File: config.mk
export PLATFORM = sky130hd
export DESIGN_NAME = sim_periph_axi_slave_flat
export DESIGN_NICKNAME = d
export VERILOG_FILES = /design/src/rtl/sim_periph_axi_slave_if.sv /design/src/rtl/sim_periph_axi_slave.sv /design/src/flat_wrapper.sv
export SDC_FILE = /design/constraint.sdc
export NUM_CORES = 1
export LEC_CHECK = 0
export CAP_MARGIN = 15
export CORE_AREA = 2 2 249 251
export CTS_CLUSTER_SIZE = 30
export DETAILED_ROUTE_END_ITERATION = 10
export DIE_AREA = 0 0 251 253
export DONT_BUFFER_PORTS = 1
export GPL_TIMING_DRIVEN = 1
export PLACE_DENSITY = 0.37
export SYNTH_ARGS = -nofsm -noshare
export SYNTH_HDL_FRONTEND = slang
export SYNTH_SLANG_ARGS = --single-unit
File: constraint.sdc
create_clock -name aclk -period 6.4 [get_ports aclk]
set_clock_uncertainty 0.1 [all_clocks]
set_input_delay 1.28 -clock aclk [delete_from_list [all_inputs] [get_ports aclk]]
set_output_delay 1.28 -clock aclk [all_outputs]
set_load 0.05 [all_outputs]
File: src/rtl/sim_periph_axi_slave_if.sv
// rtl/sim_periph_axi_slave_if.sv - AXI4 slave port bundle and the per-beat simulation call port.
// The call port carries one read or write access per beat to the simulated peripheral model.

interface sim_periph_axi_if #(
  parameter int ADDR_W = 64,
  parameter int ID_W   = 8,
  parameter int DATA_W = 64
);
  logic              awvalid, awready, awlock;
  logic [ADDR_W-1:0] awaddr;
  logic [7:0]        awlen;
  logic [2:0]        awsize, awprot;
  logic [1:0]        awburst;
  logic [3:0]        awcache, awqos, awregion;
  logic [ID_W-1:0]   awid;

  logic                wvalid, wready, wlast;
  logic [DATA_W-1:0]   wdata;
  logic [DATA_W/8-1:0] wstrb;

  logic            bvalid, bready;
  logic [ID_W-1:0] bid;
  logic [1:0]      bresp;

  logic              arvalid, arready, arlock;
  logic [ADDR_W-1:0] araddr;
  logic [7:0]        arlen;
  logic [2:0]        arsize, arprot;
  logic [1:0]        arburst;
  logic [3:0]        arcache, arqos, arregion;
  logic [ID_W-1:0]   arid;

  logic              rvalid, rready, rlast;
  logic [ID_W-1:0]   rid;
  logic [1:0]        rresp;
  logic [DATA_W-1:0] rdata;

  modport master (
    output awvalid, awaddr, awlen, awsize, awburst, awlock, awcache, awprot, awqos, awregion, awid,
    input  awready,
    output wvalid, wlast, wdata, wstrb,
    input  wready,
    input  bvalid, bid, bresp,
    output bready,
    output arvalid, araddr, arlen, arsize, arburst, arlock, arcache, arprot, arqos, arregion, arid,
    input  arready,
    input  rvalid, rid, rresp, rdata, rlast,
    output rready
  );

  modport slave (
    input  awvalid, awaddr, awlen, awsize, awburst, awlock, awcache, awprot, awqos, awregion, awid,
    output awready,
    input  wvalid, wlast, wdata, wstrb,
    output wready,
    output bvalid, bid, bresp,
    input  bready,
    input  arvalid, araddr, arlen, arsize, arburst, arlock, arcache, arprot, arqos, arregion, arid,
    output arready,
    output rvalid, rid, rresp, rdata, rlast,
    input  rready
  );
endinterface

interface sim_periph_call_if #(
  parameter int ADDR_W = 64,
  parameter int DATA_W = 64
);
  logic                rd_en, wr_en;
  logic [ADDR_W-1:0]   rd_addr, wr_addr;
  logic [DATA_W-1:0]   rd_data, wr_data;
  logic [DATA_W/8-1:0] wr_mask;

  modport host  (output rd_en, rd_addr, wr_en, wr_addr, wr_data, wr_mask, input  rd_data);
  modport model (input  rd_en, rd_addr, wr_en, wr_addr, wr_data, wr_mask, output rd_data);
endinterface

File: src/rtl/sim_periph_axi_slave.sv
// rtl/sim_periph_axi_slave.sv - single-outstanding AXI4 slave forwarding each beat to a sim peripheral.
// Read data is sampled from the call port in the cycle the beat is fetched.

module sim_periph_axi_slave #(
  parameter int                     AXI_ADDR_W = 64,
  parameter int                     AXI_ID_W   = 8,
  parameter int                     AXI_DATA_W = 64,
  parameter logic [AXI_ADDR_W-1:0]  BASE_ADDR  = 'h1000_0000,
  parameter logic [AXI_ADDR_W-1:0]  WIN_BYTES  = 'h1000_0000,
  parameter int                     RD_LAT     = 1
) (
  input  logic             aclk,
  input  logic             arst_n,
  sim_periph_axi_if.slave  mst,
  sim_periph_call_if.host  dpi,
  output logic             proto_err_o
);
  localparam int                    STRB_W    = AXI_DATA_W / 8;
  localparam int                    MAX_SIZE  = $clog2(STRB_W);
  localparam logic [AXI_ADDR_W-1:0] LANE_MASK = AXI_ADDR_W'(STRB_W - 1);
  localparam logic [AXI_ADDR_W-1:0] WIN_MASK  = WIN_BYTES - 1'b1;
  localparam bit                    LAT_ONE   = (RD_LAT <= 1);
  localparam logic [7:0]            LAT_INIT  = (RD_LAT > 1) ? 8'(RD_LAT - 2) : 8'd0;

  typedef enum logic [2:0] {S_IDLE, S_RLAT, S_RDATA, S_WDATA, S_WRESP} state_t;

  state_t                  state_q;
  logic                    prio_wr_q, rvalid_q, rlast_q, bvalid_q, proto_err_q;
  logic [AXI_ID_W-1:0]     id_q;
  logic [AXI_ADDR_W-1:0]   addr_q;
  logic [7:0]              len_q, cnt_q, lat_q;
  logic [2:0]              size_q;
  logic [1:0]              burst_q, resp_q;
  logic [AXI_DATA_W-1:0]   rdata_q;

  function automatic logic [1:0] decode_resp(input logic [AXI_ADDR_W-1:0] addr, input logic [7:0] len,
                                             input logic [2:0] size, input logic [1:0] burst);
    if ((addr & ~WIN_MASK) != BASE_ADDR) return 2'd3;
    if (burst == 2'd3 || int'(size) > MAX_SIZE) return 2'd2;
    if (burst == 2'd2 && !(len == 8'd1 || len == 8'd3 || len == 8'd7 || len == 8'd15)) return 2'd2;
    return 2'd0;
  endfunction

  // WRAP keeps the bits above the (len+1)*2^size block and wraps the increment inside it.
  function automatic logic [AXI_ADDR_W-1:0] next_addr(input logic [AXI_ADDR_W-1:0] addr, input logic [7:0] len,
                                                      input logic [2:0] size, input logic [1:0] burst);
    logic [AXI_ADDR_W-1:0] step, mask;
    step = AXI_ADDR_W'(1) << size;
    mask = ((AXI_ADDR_W'(len) + 1'b1) << size) - 1'b1;
    case (burst)
      2'd1:    return addr + step;
      2'd2:    return (addr & ~mask) | ((addr + step) & mask);
      default: return addr;
    endcase
  endfunction

  logic                  ar_hs, aw_hs, r_hs, w_hs, in_idle;
  logic [1:0]            ar_resp, aw_resp;
  logic [AXI_ADDR_W-1:0] nxt_addr;
  logic                  unused_sideband;

  assign in_idle     = arst_n && (state_q == S_IDLE);
  assign mst.arready = in_idle && mst.arvalid && (!mst.awvalid || !prio_wr_q);
  assign mst.awready = in_idle && mst.awvalid && (!mst.arvalid || prio_wr_q);
  assign mst.wready  = (state_q == S_WDATA);
  assign ar_hs       = mst.arvalid && mst.arready;
  assign aw_hs       = mst.awvalid && mst.awready;
  assign r_hs        = rvalid_q && mst.rready;
  assign w_hs        = mst.wvalid && mst.wready;
  assign ar_resp     = decode_resp(mst.araddr, mst.arlen, mst.arsize, mst.arburst);
  assign aw_resp     = decode_resp(mst.awaddr, mst.awlen, mst.awsize, mst.awburst);
  assign nxt_addr    = next_addr(addr_q, len_q, size_q, burst_q);

  assign dpi.rd_en   = (ar_hs && ar_resp == 2'd0) ||
                       (state_q == S_RDATA && r_hs && !rlast_q && resp_q == 2'd0);
  assign dpi.rd_addr = (in_idle ? mst.araddr : nxt_addr) & ~LANE_MASK;
  assign dpi.wr_en   = w_hs && resp_q == 2'd0;
  assign dpi.wr_addr = addr_q & ~LANE_MASK;
  assign dpi.wr_data = mst.wdata;
  assign dpi.wr_mask = mst.wstrb;

  assign mst.rvalid = rvalid_q;
  assign mst.rlast  = rlast_q;
  assign mst.rdata  = rdata_q;
  assign mst.rid    = id_q;
  assign mst.rresp  = resp_q;
  assign mst.bvalid = bvalid_q;
  assign mst.bid    = id_q;
  assign mst.bresp  = resp_q;
  assign proto_err_o = proto_err_q;

  assign unused_sideband = ^{mst.awlock, mst.awcache, mst.awprot, mst.awqos, mst.awregion,
                             mst.arlock, mst.arcache, mst.arprot, mst.arqos, mst.arregion};

  always_ff @(posedge aclk or negedge arst_n) begin
    if (!arst_n) begin
      state_q <= S_IDLE;  prio_wr_q <= 1'b0;  id_q <= '0;     addr_q <= '0;
      len_q <= '0;        size_q <= '0;       burst_q <= '0;  resp_q <= '0;
      cnt_q <= '0;        lat_q <= '0;        rdata_q <= '0;  rvalid_q <= 1'b0;
      rlast_q <= 1'b0;    bvalid_q <= 1'b0;   proto_err_q <= 1'b0;
    end else begin
      proto_err_q <= 1'b0;
      case (state_q)
        S_IDLE: begin
          if (ar_hs) begin
            id_q <= mst.arid;  addr_q <= mst.araddr;  len_q <= mst.arlen;  size_q <= mst.arsize;
            burst_q <= mst.arburst;  resp_q <= ar_resp;  cnt_q <= mst.arlen;
            rlast_q   <= (mst.arlen == 8'd0);
            rdata_q   <= dpi.rd_en ? dpi.rd_data : '0;
            prio_wr_q <= 1'b1;
            state_q   <= LAT_ONE ? S_RDATA : S_RLAT;
            rvalid_q  <= LAT_ONE;
            lat_q     <= LAT_INIT;
          end else if (aw_hs) begin
            id_q <= mst.awid;  addr_q <= mst.awaddr;  len_q <= mst.awlen;  size_q <= mst.awsize;
            burst_q <= mst.awburst;  resp_q <= aw_resp;  cnt_q <= mst.awlen;
            prio_wr_q <= 1'b0;
            state_q   <= S_WDATA;
          end
        end
        S_RLAT: begin
          if (lat_q == 8'd0) begin
            state_q  <= S_RDATA;
            rvalid_q <= 1'b1;
          end else begin
            lat_q <= lat_q - 1'b1;
          end
        end
        S_RDATA: begin
          if (r_hs) begin
            if (rlast_q) begin
              state_q  <= S_IDLE;
              rvalid_q <= 1'b0;
              rlast_q  <= 1'b0;
            end else begin
              addr_q   <= nxt_addr;
              cnt_q    <= cnt_q - 1'b1;
              rlast_q  <= (cnt_q == 8'd1);
              rdata_q  <= dpi.rd_en ? dpi.rd_data : '0;
              state_q  <= LAT_ONE ? S_RDATA : S_RLAT;
              rvalid_q <= LAT_ONE;
              lat_q    <= LAT_INIT;
            end
          end
        end
        S_WDATA: begin
          if (w_hs) begin
            proto_err_q <= (mst.wlast != (cnt_q == 8'd0));
            if (cnt_q == 8'd0) begin
              state_q  <= S_WRESP;
              bvalid_q <= 1'b1;
            end else begin
              addr_q <= nxt_addr;
              cnt_q  <= cnt_q - 1'b1;
            end
          end
        end
        S_WRESP: begin
          if (mst.bready) begin
            bvalid_q <= 1'b0;
            state_q  <= S_IDLE;
          end
        end
        default: state_q <= S_IDLE;
      endcase
    end
  end
endmodule
File: src/flat_wrapper.sv
// flat-port wrapper written by rule: the top's interface ports become plain ports
module sim_periph_axi_slave_flat 
#(
  parameter int                     AXI_ADDR_W = 64,
  parameter int                     AXI_ID_W   = 8,
  parameter int                     AXI_DATA_W = 64,
  parameter logic [AXI_ADDR_W-1:0]  BASE_ADDR  = 'h1000_0000,
  parameter logic [AXI_ADDR_W-1:0]  WIN_BYTES  = 'h1000_0000,
  parameter int                     RD_LAT     = 1
)
  (aclk, arst_n, proto_err_o, mst_awvalid, mst_awaddr, mst_awlen, mst_awsize, mst_awburst, mst_awlock, mst_awcache, mst_awprot, mst_awqos, mst_awregion, mst_awid, mst_awready, mst_wvalid, mst_wlast, mst_wdata, mst_wstrb, mst_wready, mst_bvalid, mst_bid, mst_bresp, mst_bready, mst_arvalid, mst_araddr, mst_arlen, mst_arsize, mst_arburst, mst_arlock, mst_arcache, mst_arprot, mst_arqos, mst_arregion, mst_arid, mst_arready, mst_rvalid, mst_rid, mst_rresp, mst_rdata, mst_rlast, mst_rready, dpi_rd_en, dpi_rd_addr, dpi_wr_en, dpi_wr_addr, dpi_wr_data, dpi_wr_mask, dpi_rd_data);
  sim_periph_axi_if mst_i ();
  sim_periph_call_if dpi_i ();
  input  logic aclk;
  input  logic arst_n;
  output logic proto_err_o;
  input wire logic [$bits(mst_i.awvalid)-1:0] mst_awvalid;
  input wire logic [$bits(mst_i.awaddr)-1:0] mst_awaddr;
  input wire logic [$bits(mst_i.awlen)-1:0] mst_awlen;
  input wire logic [$bits(mst_i.awsize)-1:0] mst_awsize;
  input wire logic [$bits(mst_i.awburst)-1:0] mst_awburst;
  input wire logic [$bits(mst_i.awlock)-1:0] mst_awlock;
  input wire logic [$bits(mst_i.awcache)-1:0] mst_awcache;
  input wire logic [$bits(mst_i.awprot)-1:0] mst_awprot;
  input wire logic [$bits(mst_i.awqos)-1:0] mst_awqos;
  input wire logic [$bits(mst_i.awregion)-1:0] mst_awregion;
  input wire logic [$bits(mst_i.awid)-1:0] mst_awid;
  output wire logic [$bits(mst_i.awready)-1:0] mst_awready;
  input wire logic [$bits(mst_i.wvalid)-1:0] mst_wvalid;
  input wire logic [$bits(mst_i.wlast)-1:0] mst_wlast;
  input wire logic [$bits(mst_i.wdata)-1:0] mst_wdata;
  input wire logic [$bits(mst_i.wstrb)-1:0] mst_wstrb;
  output wire logic [$bits(mst_i.wready)-1:0] mst_wready;
  output wire logic [$bits(mst_i.bvalid)-1:0] mst_bvalid;
  output wire logic [$bits(mst_i.bid)-1:0] mst_bid;
  output wire logic [$bits(mst_i.bresp)-1:0] mst_bresp;
  input wire logic [$bits(mst_i.bready)-1:0] mst_bready;
  input wire logic [$bits(mst_i.arvalid)-1:0] mst_arvalid;
  input wire logic [$bits(mst_i.araddr)-1:0] mst_araddr;
  input wire logic [$bits(mst_i.arlen)-1:0] mst_arlen;
  input wire logic [$bits(mst_i.arsize)-1:0] mst_arsize;
  input wire logic [$bits(mst_i.arburst)-1:0] mst_arburst;
  input wire logic [$bits(mst_i.arlock)-1:0] mst_arlock;
  input wire logic [$bits(mst_i.arcache)-1:0] mst_arcache;
  input wire logic [$bits(mst_i.arprot)-1:0] mst_arprot;
  input wire logic [$bits(mst_i.arqos)-1:0] mst_arqos;
  input wire logic [$bits(mst_i.arregion)-1:0] mst_arregion;
  input wire logic [$bits(mst_i.arid)-1:0] mst_arid;
  output wire logic [$bits(mst_i.arready)-1:0] mst_arready;
  output wire logic [$bits(mst_i.rvalid)-1:0] mst_rvalid;
  output wire logic [$bits(mst_i.rid)-1:0] mst_rid;
  output wire logic [$bits(mst_i.rresp)-1:0] mst_rresp;
  output wire logic [$bits(mst_i.rdata)-1:0] mst_rdata;
  output wire logic [$bits(mst_i.rlast)-1:0] mst_rlast;
  input wire logic [$bits(mst_i.rready)-1:0] mst_rready;
  output wire logic [$bits(dpi_i.rd_en)-1:0] dpi_rd_en;
  output wire logic [$bits(dpi_i.rd_addr)-1:0] dpi_rd_addr;
  output wire logic [$bits(dpi_i.wr_en)-1:0] dpi_wr_en;
  output wire logic [$bits(dpi_i.wr_addr)-1:0] dpi_wr_addr;
  output wire logic [$bits(dpi_i.wr_data)-1:0] dpi_wr_data;
  output wire logic [$bits(dpi_i.wr_mask)-1:0] dpi_wr_mask;
  input wire logic [$bits(dpi_i.rd_data)-1:0] dpi_rd_data;
  assign mst_i.awvalid = mst_awvalid;
  assign mst_i.awaddr = mst_awaddr;
  assign mst_i.awlen = mst_awlen;
  assign mst_i.awsize = mst_awsize;
  assign mst_i.awburst = mst_awburst;
  assign mst_i.awlock = mst_awlock;
  assign mst_i.awcache = mst_awcache;
  assign mst_i.awprot = mst_awprot;
  assign mst_i.awqos = mst_awqos;
  assign mst_i.awregion = mst_awregion;
  assign mst_i.awid = mst_awid;
  assign mst_awready = mst_i.awready;
  assign mst_i.wvalid = mst_wvalid;
  assign mst_i.wlast = mst_wlast;
  assign mst_i.wdata = mst_wdata;
  assign mst_i.wstrb = mst_wstrb;
  assign mst_wready = mst_i.wready;
  assign mst_bvalid = mst_i.bvalid;
  assign mst_bid = mst_i.bid;
  assign mst_bresp = mst_i.bresp;
  assign mst_i.bready = mst_bready;
  assign mst_i.arvalid = mst_arvalid;
  assign mst_i.araddr = mst_araddr;
  assign mst_i.arlen = mst_arlen;
  assign mst_i.arsize = mst_arsize;
  assign mst_i.arburst = mst_arburst;
  assign mst_i.arlock = mst_arlock;
  assign mst_i.arcache = mst_arcache;
  assign mst_i.arprot = mst_arprot;
  assign mst_i.arqos = mst_arqos;
  assign mst_i.arregion = mst_arregion;
  assign mst_i.arid = mst_arid;
  assign mst_arready = mst_i.arready;
  assign mst_rvalid = mst_i.rvalid;
  assign mst_rid = mst_i.rid;
  assign mst_rresp = mst_i.rresp;
  assign mst_rdata = mst_i.rdata;
  assign mst_rlast = mst_i.rlast;
  assign mst_i.rready = mst_rready;
  assign dpi_rd_en = dpi_i.rd_en;
  assign dpi_rd_addr = dpi_i.rd_addr;
  assign dpi_wr_en = dpi_i.wr_en;
  assign dpi_wr_addr = dpi_i.wr_addr;
  assign dpi_wr_data = dpi_i.wr_data;
  assign dpi_wr_mask = dpi_i.wr_mask;
  assign dpi_i.rd_data = dpi_rd_data;
  sim_periph_axi_slave #(.AXI_ADDR_W(AXI_ADDR_W), .AXI_ID_W(AXI_ID_W), .AXI_DATA_W(AXI_DATA_W), .BASE_ADDR(BASE_ADDR), .WIN_BYTES(WIN_BYTES), .RD_LAT(RD_LAT)) u_core (.aclk(aclk), .arst_n(arst_n), .mst(mst_i), .dpi(dpi_i), .proto_err_o(proto_err_o));
endmodule
**Word-level counts from Yosys, hierarchy flattened**

Index checks and enable logic that the tools add are counted.

- Add/subtract/negate cells: 5
- Order comparisons: 2
- Equal/unequal tests: 32
- Shift-type cells: 2
- Multiplexer cells: 84
- Bitwise logic cells: 4
- Reductions and logical operators: 52

Operator list:

| kind | count |
|---|---|
| $mux W64 | 11 |
| $pmux W64 S2 | 2 |
| $pmux W64 S3 | 1 |
| $and A64 B64 Y64 | 2 |
| $mux W8 | 12 |
| $ne A36 B1 Y1 const B | 2 |
| $add A64 B64 Y64 | 1 |
| $not A64 Y64 | 1 |
| $or A64 B64 Y64 | 1 |
| $shl A1 B3 Y64 const A | 1 |
| $shl A64 B3 Y64 | 1 |
| $sub A64 B1 Y64 const B | 1 |
| $pmux W8 S3 | 2 |
| $mux W2 | 17 |
| $mux W3 | 9 |
| $mux W1 | 26 |
| $eq A8 B1 Y1 const B | 3 |
| $logic_not A8 Y1 | 3 |
| $eq A8 B2 Y1 const B | 2 |
| $eq A8 B3 Y1 const B | 2 |
| $eq A8 B4 Y1 const B | 2 |
| $logic_and A1 B1 Y1 | 16 |
| $sub A8 B1 Y8 const B | 2 |
| $pmux W3 S5 | 1 |
| other kinds (24) | 60 |

- Register bits: 175
- Input port bits: 346
- Output and inout bits: 293
- Word-level logic and storage cells: 196

**Longest topological paths before layout**

- Depth in word-level cells: 19
- Depth in mapped cells: 18
- Gate-level depth less buffers: 16

**Least setup slack after synthesis**

No wires, ideal clock.

- Kind: flip-flop to output port
- From: register u_core.len_q[1]
- To: output port dpi_rd_addr[63]
- Data arrival time: 4.715 ns
- Data required time: 5.020 ns
- Slack: 0.305 ns
- Cell stages (with the launch flop): 19
- Path buffers: 2
- Cell sequence: dfrtp_1 > ha_1 > clkbuf_1 > xnor2_1 > nand3_1 > o221a_1 > a221o_1 > a31o_4 > nor4_4 > buf_6 > nand2_1 > nor3b_1 > ha_1 > nor2_1 > nor2_1 > o22ai_1 > a211o_1 > a31o_2 > o21ai_0

- Longest elaborated chain between the ends: 8
- Elaborated cells on any way between the ends: 9
- Classes of those cells: 2 x add/sub; 1 x shift; 2 x mux; 4 x bitwise

RTL lines:

| what | RTL line | text |
|---|---|---|
| from (decl) | sim_periph_axi_slave.sv:31 | `logic [7:0] len_q, cnt_q, lat_q;` |
| from (signal assigned) | sim_periph_axi_slave.sv:106 | `id_q <= mst.arid; addr_q <= mst.araddr; len_q <= mst.arlen; size_q <= mst.arsize;` |
| from (signal assigned) | sim_periph_axi_slave.sv:115 | `id_q <= mst.awid; addr_q <= mst.awaddr; len_q <= mst.awlen; size_q <= mst.awsize;` |
| $add A8 B1 Y9 (*) | sim_periph_axi_slave.sv:49 | `mask = ((AXI_ADDR_W'(len) + 1'b1) << size) - 1'b1;` |
| $shl A64 B3 Y64 (*) | sim_periph_axi_slave.sv:49 |  |
| $sub A64 B1 Y64 (*) | sim_periph_axi_slave.sv:49 |  |
| $not A64 Y64 | sim_periph_axi_slave.sv:52 | `2'd2: return (addr & ~mask) \| ((addr + step) & mask);` |
| $and A64 B64 Y64 | sim_periph_axi_slave.sv:52 |  |
| $or A64 B64 Y64 (*) | sim_periph_axi_slave.sv:52 |  |
| $pmux W64 S2 (*) | sim_periph_axi_slave.sv:50 | `case (burst)` |
| $mux W64 (*) | sim_periph_axi_slave.sv:76 | `assign dpi.rd_addr = (in_idle ? mst.araddr : nxt_addr) & ~LANE_MASK;` |
| to (decl) | flat_wrapper.sv:57 | `output wire logic [$bits(dpi_i.rd_addr)-1:0] dpi_rd_addr;` |

Every way passes the cells marked *; elsewhere a longest branch is shown, timed or not.

**Worst setup path after layout**

- From: register u_core.len_q[4]
- To: output port dpi_rd_addr[30]

The elaborated chain is that of the path after synthesis.

==> impl_metrics.toml <==
[synthesis]
ys_warn_count = 0
synth_flop_cell = "dfrtp_1"
netlist_instances = 1861
synth.area.top_cells = "dfrtp_1 31%, buf_4 8.0%, nand2_1 6.6%"
synth.distinct_cells = 83
ys_ff_latch = 175
syn_area_sq_um = 14100
synth-edff-count = 0
synth_most_common_cell = "nand2_1"
synth.largest_area_cell = "dfrtp_1"
syn_avg_cell_area_sq_um = 7.60
ys_top_cells_by_count = "250 x nand2_1, 182 x nor2_1, 175 x dfrtp_1"
synth_top_cell_area_share = 0.309
ys_async_sr_fraction = 1.00
yosysSeqAreaShare = 0.309

[setup_path]
reg2reg_slack_ns = 2.16
cp-end-kind = "primary output"
path_common_cell = "buf_4"
crit_path_top_delay_cell = "a31oi_2"
slowest_delay_ns = 0.73
crit_chain = "and4_1 > a211oi_1 > a211oi_1 > o21ai_0 > o21ai_1 > nor4_4 > buf_4 > a31oi_2 > buf_4 > a21oi_1 > o21ai_0 > a31oi_1 > buf_4"
path_buf_inv = 3
reg2reg_to = "u_core.addr_q[30]"
regToRegStartpoint = "u_core.len_q[4]"
worst-setup-path-type = "reg2out"
r2r_cells = 12
startpoint_type = "flip-flop"
arrival_ns = 4.73
worstPathRequired_ns = 5.02
path_delay_family = "compound AO/OA/AOI/OAI gates"
cp_max_fo = 16

[floorplan]
die_w_um = 251
placementRows = 91
start_util = 0.232
die-height_um = 253
die-area_sq_um = 63500
boundaryPins = 639
core_area_sq_um = 61000

[route]
wl_met1_um = 29600
num_vias = 14152
viasPerCell = 5.55
dr.max_layer_used = "met4"
post_drt_wl_per_cell_um = 27.2
drt-total-wl_um = 69200
antenna_left = 0
dr.pass1.iters = 5
first_iter_violations = 1262
route.detailed.drc = 0
dr_wl_met2_um = 31000
wl_met3_um = 6960

[final_layout]
fill_cells = 6708
nets = 2106
areaGrowthSynthToFinish_pct = 8.35
layout-drive-gt1-share = 0.121
seqCellArea_sq_um = 4380
multi_input_area_sq_um = 8230

[sta]
fin_crit_ns = 6.11
maxSlewViolCount = 0
worst_pin_slew_ns = 0.967
fmax_mhz = 164
slew_headroom = 0.355
setup_viol = 0
fin_tns_setup_ns = 0
finalHoldViolations = 0
rsz0062_at_grt = "false"
fin_crit_sh = 0.955

[run]
cap_violations = 0

[place]
portBuffers = 0
place.gp.congestion = 0.876
place_hpwl_um = 52600

[cts]
clock-sinks = 175
cts_buffers = 17
cts_max_level = 4
insertion_delay_ns = 0.51
cts_hold_buf = 0
root_buffer = "clkbuf_16"
cts_tree = "built"
cts_setup_buffers = 0
clk_pin_slew_ns = 0.08
post_cts_resize_count = 0
ctsLongestPathBuffers = 2

[grt]
grt_overflow = 0
grt_pass1_vias = 13562
grt_max_degree = 178
track_usage = 0.212
grt_pass1_wl_um = 98600
antenna_found_initial = 6

[status]
status = "finished, final reports clean"

[power_and_ir_drop]
peakVddDrop_uv = 269
power.density_nw_per_um2 = 771
total_leakage_power_nw = 6.25
p_total_mw = 11.8

[worst_hold_path]
hold_class = "in2async"
## cell families after synthesis
| kind of cell | count (synthesis) | share of synthesized area |
|---|---|---|
| AO/OA/AOI/OAI | 567 | 0.262 |
| XOR/XNOR | 24 | 0.0149 |
| adder cells (fa/ha/maj) | 19 | 0.0173 |
| buffers and inverters | 297 | 0.121 |
| flip-flops | 175 | 0.309 |
| multiplexers | 40 | 0.0287 |
| other | 1 | 0.000265 |
| AND/OR/NAND/NOR | 738 | 0.246 |
## flip-flops by register name, indices dropped and copies added (netlist names), 2 cells and up, named ones only
| register | flops |
|---|---|
| u_core.size_q | 3 |
| u_core.mst.rdata | 64 |
| u_core.state_q | 3 |
| u_core.burst_q | 2 |
| u_core.cnt_q | 8 |
| u_core.mst.bresp | 2 |
| u_core.len_q | 8 |
| u_core.addr_q | 61 |
| u_core.lat_q | 8 |
| u_core.mst.bid | 8 |
## cell type report
cell class | instances | share of cell area
sequential | 175 | 0.286
inverter | 29 | 0.00718
multi-input combinational | 1394 | 0.537
timing repair buffer | 124 | 0.0637
tap | 790 | 0.0645
clock inverter | 15 | 0.0135
clock buffer | 17 | 0.0277
antenna | 4 | 0.000653
## report_power, final
group | switching, mW | internal, mW | leakage [nW]
combinational | 4.82 | 2.12 | 3.70
sequential | 2.13 | 1.58 | 2.24
clock | 0.607 | 0.571 | 0.307
total | 7.56 | 4.27 | 6.25
## worst max path at each step
| stage | end | slack [ns] | cells after the start | from |
|---|---|---|---|---|
| 3_5_place_dp | dpi_rd_addr[30] | 0.64 | 14 | u_core.len_q[1] |
| 6_report | dpi_rd_addr[30] | 0.29 | 13 | u_core.len_q[4] |
| 3_3_place_gp | dpi_rd_addr[47] | 0.65 | 17 | u_core.len_q[1] |
| 4_1_cts | dpi_rd_addr[30] | 0.06 | 14 | u_core.len_q[1] |
| 5_1_grt | dpi_rd_addr[30] | 0.02 | 13 | u_core.len_q[4] |
| 2_1_floorplan | dpi_rd_addr[63] | 0.30 | 18 | u_core.len_q[1] |
## cells in the final DEF, fill, tap and decap left out, types with 10 or more instances in the layout
| master | n |
|---|---|
| nor2_1 | 180 |
| xor2_1 | 11 |
| buf_4 | 119 |
| a31oi_1 | 34 |
| a211oi_1 | 15 |
| o31ai_1 | 14 |
| nand2_1 | 249 |
| nand3_1 | 69 |
| inv_1 | 26 |
| a22o_1 | 70 |
| or3_1 | 15 |
| o21ai_1 | 26 |
| and3_1 | 23 |
| o22ai_1 | 21 |
| dfrtp_1 | 174 |
| o21ai_0 | 132 |
| clkbuf_16 | 17 |
| nand4_1 | 23 |
| nor2b_1 | 12 |
| nor4_1 | 58 |
| mux2i_1 | 35 |
| ha_1 | 17 |
| a21o_1 | 18 |
| nand2b_1 | 10 |
| xnor2_1 | 13 |
| a21oi_1 | 128 |
| nor3_1 | 46 |
## routing by layer
metal / up-vias / track usage
li1: 6440 / -
met1: 6911 / 0.274
met2: 713 / 0.330
met3: 88 / 0.0765
met4: 0 / 0.0636
met5: - / 0
## stage by stage
stage          utilization  instances  hold slack (ns)  area (sq um)  worst slack (ns)
6_report             0.251       2548            0.369         15300             0.289
5_1_grt              0.251       2548            0.331         15300            0.0197
4_1_cts              0.250       2543            0.335         15300            0.0618
3_5_place_dp         0.240       2511            0.372         14600             0.636
3_3_place_gp         0.240       2511            0.366         14600             0.650
2_1_floorplan            -       1866            0.342         14200             0.305
Note: power is estimated with default switching activity, not from simulation.
